File: config.mk
export PLATFORM = sky130hd
export DESIGN_NAME = uart_cmd_ctrl
export DESIGN_NICKNAME = d
export VERILOG_FILES = /design/src/rtl/uart_cmd_ctrl.sv
export SDC_FILE = /design/constraint.sdc
export NUM_CORES = 1
export LEC_CHECK = 0
export BUFFER_PORTS_ARGS = -buffer_cell sky130_fd_sc_hd__buf_2
export CAP_MARGIN = 20
export CORE_MARGIN = 5
export CORE_UTILIZATION = 57
export CTS_CLUSTER_SIZE = 10
export DETAILED_ROUTE_END_ITERATION = 10
export PLACE_DENSITY = 0.75
export SYNTH_ARGS = -nofsm -noshare
export SYNTH_HDL_FRONTEND = slang
export SYNTH_SLANG_ARGS = --single-unit
File: constraint.sdc
create_clock -name clk -period 3.05 [get_ports clk]
set_input_delay 0.915 -clock clk [delete_from_list [all_inputs] [get_ports clk]]
set_output_delay 0.915 -clock clk [all_outputs]
set_load 0.01 [all_outputs]
File: src/rtl/uart_cmd_ctrl.sv
// UART command sequencer: turns CMD / ADDR (MSB first) / DATA byte frames from the
// receiver into single req/ack bus transactions, flagging bad commands, timeouts and overruns.
module uart_cmd_ctrl #(
   parameter int unsigned              DATA_WIDTH     = 8,
   parameter int unsigned              ADDR_BYTES     = 2,
   parameter int unsigned              TIMEOUT_CYCLES = 2048,
   parameter logic [DATA_WIDTH-1:0]    CMD_WR         = 8'h57,
   parameter logic [DATA_WIDTH-1:0]    CMD_RD         = 8'h52
) (
   input  logic                               clk,
   input  logic                               rst,
   input  logic                               rx_ready,
   input  logic [DATA_WIDTH-1:0]              rx_data,
   output logic                               bus_req,
   output logic                               bus_wr,
   output logic [ADDR_BYTES*DATA_WIDTH-1:0]   bus_addr,
   output logic [DATA_WIDTH-1:0]              bus_wdata,
   input  logic                               bus_ack,
   output logic                               busy,
   output logic                               frame_err,
   output logic                               overrun
);

   localparam int unsigned AW = ADDR_BYTES * DATA_WIDTH;
   localparam int unsigned CW = $clog2(ADDR_BYTES + 1);
   localparam int unsigned TW = $clog2(TIMEOUT_CYCLES + 1);

   typedef enum logic [1:0] {
      S_CMD   = 2'd0,
      S_ADDR  = 2'd1,
      S_WDATA = 2'd2,
      S_REQ   = 2'd3
   } state_t;

   state_t                  state_q, state_d;
   logic                    rx_ready_q;
   logic                    wr_q, wr_d;
   logic [CW-1:0]           cnt_q, cnt_d;
   logic [TW-1:0]           tmo_q, tmo_d;
   logic [AW-1:0]           addr_sh_q, addr_sh_d;
   logic                    bus_req_q, bus_req_d;
   logic                    bus_wr_q, bus_wr_d;
   logic [AW-1:0]           bus_addr_q, bus_addr_d;
   logic [DATA_WIDTH-1:0]   bus_wdata_q, bus_wdata_d;
   logic                    busy_q;
   logic                    frame_err_q, frame_err_d;
   logic                    overrun_q, overrun_d;
   logic                    byte_stb;
   logic                    tmo_hit;

   // One strobe per rising edge of the receiver's level-type ready.
   assign byte_stb = rx_ready & ~rx_ready_q;
   assign tmo_hit  = (tmo_q == TW'(TIMEOUT_CYCLES - 1));

   always_ff @(posedge clk or posedge rst) begin
      if (rst) begin
         state_q     <= S_CMD;
         rx_ready_q  <= 1'b0;
         wr_q        <= 1'b0;
         cnt_q       <= '0;
         tmo_q       <= '0;
         addr_sh_q   <= '0;
         bus_req_q   <= 1'b0;
         bus_wr_q    <= 1'b0;
         bus_addr_q  <= '0;
         bus_wdata_q <= '0;
         busy_q      <= 1'b0;
         frame_err_q <= 1'b0;
         overrun_q   <= 1'b0;
      end else begin
         state_q     <= state_d;
         rx_ready_q  <= rx_ready;
         wr_q        <= wr_d;
         cnt_q       <= cnt_d;
         tmo_q       <= tmo_d;
         addr_sh_q   <= addr_sh_d;
         bus_req_q   <= bus_req_d;
         bus_wr_q    <= bus_wr_d;
         bus_addr_q  <= bus_addr_d;
         bus_wdata_q <= bus_wdata_d;
         busy_q      <= (state_d != S_CMD);
         frame_err_q <= frame_err_d;
         overrun_q   <= overrun_d;
      end
   end

   always_comb begin
      state_d     = state_q;
      wr_d        = wr_q;
      cnt_d       = cnt_q;
      tmo_d       = tmo_q;
      addr_sh_d   = addr_sh_q;
      bus_req_d   = bus_req_q;
      bus_wr_d    = bus_wr_q;
      bus_addr_d  = bus_addr_q;
      bus_wdata_d = bus_wdata_q;
      frame_err_d = 1'b0;
      overrun_d   = 1'b0;

      case (state_q)
         S_CMD: begin
            if (byte_stb) begin
               if ((rx_data == CMD_WR) || (rx_data == CMD_RD)) begin
                  wr_d      = (rx_data == CMD_WR);
                  cnt_d     = '0;
                  tmo_d     = '0;
                  addr_sh_d = '0;
                  state_d   = S_ADDR;
               end else begin
                  frame_err_d = 1'b1;
               end
            end
         end

         S_ADDR: begin
            if (byte_stb) begin
               addr_sh_d = AW'({addr_sh_q, rx_data});
               cnt_d     = cnt_q + CW'(1);
               tmo_d     = '0;
               if (cnt_q == CW'(ADDR_BYTES - 1)) begin
                  if (wr_q) begin
                     state_d = S_WDATA;
                  end else begin
                     bus_req_d   = 1'b1;
                     bus_wr_d    = 1'b0;
                     bus_addr_d  = addr_sh_d;
                     bus_wdata_d = '0;
                     state_d     = S_REQ;
                  end
               end
            end else if (tmo_hit) begin
               frame_err_d = 1'b1;
               cnt_d       = '0;
               tmo_d       = '0;
               addr_sh_d   = '0;
               state_d     = S_CMD;
            end else begin
               tmo_d = tmo_q + TW'(1);
            end
         end

         S_WDATA: begin
            if (byte_stb) begin
               bus_req_d   = 1'b1;
               bus_wr_d    = 1'b1;
               bus_addr_d  = addr_sh_q;
               bus_wdata_d = rx_data;
               tmo_d       = '0;
               state_d     = S_REQ;
            end else if (tmo_hit) begin
               frame_err_d = 1'b1;
               cnt_d       = '0;
               tmo_d       = '0;
               addr_sh_d   = '0;
               state_d     = S_CMD;
            end else begin
               tmo_d = tmo_q + TW'(1);
            end
         end

         S_REQ: begin
            // Any byte arriving here is dropped, including one coinciding with ack.
            overrun_d = byte_stb;
            if (bus_ack) begin
               bus_req_d = 1'b0;
               state_d   = S_CMD;
            end
         end

         default: begin
            state_d = S_CMD;
         end
      endcase
   end

   assign bus_req   = bus_req_q;
   assign bus_wr    = bus_wr_q;
   assign bus_addr  = bus_addr_q;
   assign bus_wdata = bus_wdata_q;
   assign busy      = busy_q;
   assign frame_err = frame_err_q;
   assign overrun   = overrun_q;

endmodule

==> impl_results.md <==
- Outcome: finished clean
- Final WL: 6.76 mm
- Synthesized area: 0.00311 mm²
- Synth Instances: 304
- Vias in the first global route: 2454
- Final Hold Fails: 0
- Fraction of layout cells with a size suffix above 1: 0.201
- CP Capture Type: register
- Hpwl dp: 4.59 mm
- FP Rows: 27
- Starting density of the core: 0.576
- Routed via count: 2466
- CP Max Fanout: 21
- Core footprint: 0.00541 mm²
- Setup violators final: 0
- Hold Path Class: register to register
- Setup bufs post-CTS: 0
- DRC violation count after routing: 0
- CTS Buf Count: 9
- Post-route minimum period: 2.27 ns
- Fin nets: 361
- RSZ-0062 raised after global routing: no
- Leakage: 0.00168 µW
- # port buffers: 40
- Reg clk slew, reported paths: 0.08 ns
- Crit path kind: register to register
- Setup TNS: 0 ns
- Most common cell after layout, fill and taps aside: dfrtp_1
- Max transition margin: 0.472
- Top-level I/O count: 41
- CP max stage cell: a32o_1
- CP Launch Type: register
- Antenna violations before repair: 0
- Maximum clock frequency: 441 MHz
- Max Cap Viol: 0
- Hold-fix buffers at CTS: 0
- Congestion Overflow GR: 0
- Die Height: 83.9 µm
- N_diodes: 0
- H-tree Lvls: 3
- Slew Limit Fails: 0
- Critical path, cell by cell: inv_1 > ha_1 > buf_4 > nand3b_1 > nand2_1 > a32o_1 > mux2_2
- TritonCTS clock tree: yes
- First-pass GRT wire length: 11.9 mm
- Clk sinks: 63
- Top_reg_cell synth: dfrtp_1
- End-of-flow core utilization: 0.668
- Final period util: 0.744
- Async set-reset flop share out of synthesis: 1.00
- Fill count: 445
- Crit path arrival time: between 2 and 3 ns
- Sequential area share after synthesis: 0.506
- Gr usage total: 0.211
- Area grow syn2layout: 16.0%
- CP max stage delay: 0.57 ns
- Syn nets: ~320
- Avg WL per Cell: 16.1 µm
- Max VDD drop: about 0.00052 V
- Avg Cell Area, Syn: between 10 and 15 µm²
- RD Place Congestion: 0.843
- Pwr Density: ~840 mW/mm²
- Vias per cell: 5.87
- Largest net degree at the start of global routing: 64
- Clk root buf: clkbuf_8
- Initial detailed-routing violation count: 103
- Clock buffer depth: 2
- Die width: 83.9 µm
- Worst-Skew Late Latency: 0.34 ns
- Die footprint: 0.00704 mm²
- Number of synthesized register bits: 63
- Synth unique cells: 50
- EDFF count, synth: 0
- Dpl ws: 0.578 ns
- Final setup margin: 0.782 ns
- Drt first pass iters: 4
- Total power: between 3000 and 4000 µW
- Post-route ant nets: 0
- Yosys warnings: 0
- Most frequent cells in the layout: dfrtp_1 (63), nand2_1 (45), buf_2 (40)
- Worst Skew: about 0.012 ns
- Req. time, crit path: 3.33 ns
- Measured slew at the worst slew-check pin: about 0.79 ns
- Post_cts resized: 0
==> synth_stat cells (2+ instances only) <==
cell type / n / area share
nand2b_1: 4 / 0.0080
nand2_1: 45 / 0.054
a21o_1: 4 / 0.0096
and4bb_2: 2 / 0.0080
a31oi_1: 2 / 0.0040
ha_1: 6 / 0.024
nand4_1: 5 / 0.010
and4_1: 4 / 0.011
buf_2: 11 / 0.018
nor2_1: 6 / 0.0072
a22o_1: 17 / 0.048
nand3b_1: 2 / 0.0048
o21ai_0: 31 / 0.050
mux2i_1: 16 / 0.051
nor3_1: 4 / 0.0064
inv_1: 10 / 0.012
o21ai_1: 3 / 0.0048
o221ai_1: 2 / 0.0056
a32o_1: 5 / 0.016
or3_1: 3 / 0.0060
clkbuf_1: 5 / 0.0060
and3_1: 3 / 0.0060
o21bai_1: 3 / 0.0072
and2_1: 4 / 0.0080
a21oi_1: 4 / 0.0064
and2b_1: 2 / 0.0048
nor2b_1: 4 / 0.0080
dfrtp_1: 63 / 0.51
nand3_1: 13 / 0.021
==> critical path, delay by kind of cell, from the launching register on <==
family	cells	cell delay [ns]
buffers and inverters	2	0.47
adder cells (fa/ha/maj)	1	0.19
flip-flops	1	0.41
multiplexers	1	0.30
AND/OR/NAND/NOR	2	0.26
AO/OA/AOI/OAI	1	0.57
==> registers in the layout (all words and copies together), names as in the netlist <==
name	flops
bus_wdata	8
state_q	2
bus_wr	1
frame_err	1
cnt_q	2
tmo_q	12
addr_sh_q	16
rx_ready_q	1
bus_addr	16
busy	1
bus_req	1
overrun	1
wr_q	1
==> layer usage <==
| metal | vias up | wire length (µm) | GRT usage |
|---|---|---|---|
| li1 | 1182 | - | - |
| met1 | 1198 | 3040 | 0.281 |
| met3 | 11 | 353 | 0.0454 |
| met5 | - | 0 | 0 |
| met2 | 75 | 3250 | 0.334 |
| met4 | 0 | 115 | 0.0906 |
==> worst paths after layout <==
path / from / to / slack (ns) / cells past startpoint
hold reg to reg: bus_addr[1] / bus_addr[1] / 0.48 / 2
max in group asynchronous: rst / tmo_q[3] / 1.72 / 3
setup / recovery: state_q[0] / cnt_q[0] / 0.78 / 7
hold / removal: bus_addr[1] / bus_addr[1] / 0.48 / 2
setup reg to reg: state_q[0] / cnt_q[0] / 0.78 / 7
min in group asynchronous: rst / bus_wdata[1] / 0.79 / 3
==> where the power goes <==
part           leakage [µW]  internal, µW  switching, µW
clock network      0.000120           546            350
registers          0.000848          1040            142
logic              0.000715           366            577
total               0.00168          1950           1070
==> through the flow <==
step / cell area [µm²] / hold slack (ns) / cells
after CTS: 3610 / 0.485 / 420
after global routing: 3610 / 0.515 / 420
after floorplan: 3110 / 0.473 / 304
after detailed placement: 3370 / 0.468 / 404
final: 3610 / 0.477 / 420
after global placement: 3370 / 0.458 / 404
==> cell families (layout without fill, tap and decap cells) <==
logic type,count (synthesis),in the layout,synth area share
DFF,63,63,0.506
muxes,18,18,0.0587
buffers and inverters,29,73,0.0466
adders and majority gates,6,6,0.0241
and+or+nand+nor,107,107,0.180
AOI/OAI and AO/OA,80,80,0.179
xor gates and xnor gates,1,1,0.00523
==> area by class of cell <==
class | instances | area, µm² | share of cell area
inverters | 10 | 37.5 | 0.0104
multi-input cells | 212 | 1410 | 0.390
well taps | 72 | 90.1 | 0.0250
clock inverters | 7 | 120 | 0.0333
clock buffers | 9 | 124 | 0.0343
repair buffers | 47 | 253 | 0.0700
flip-flops and latches | 63 | 1580 | 0.437
(Power assumes the default switching activity.)
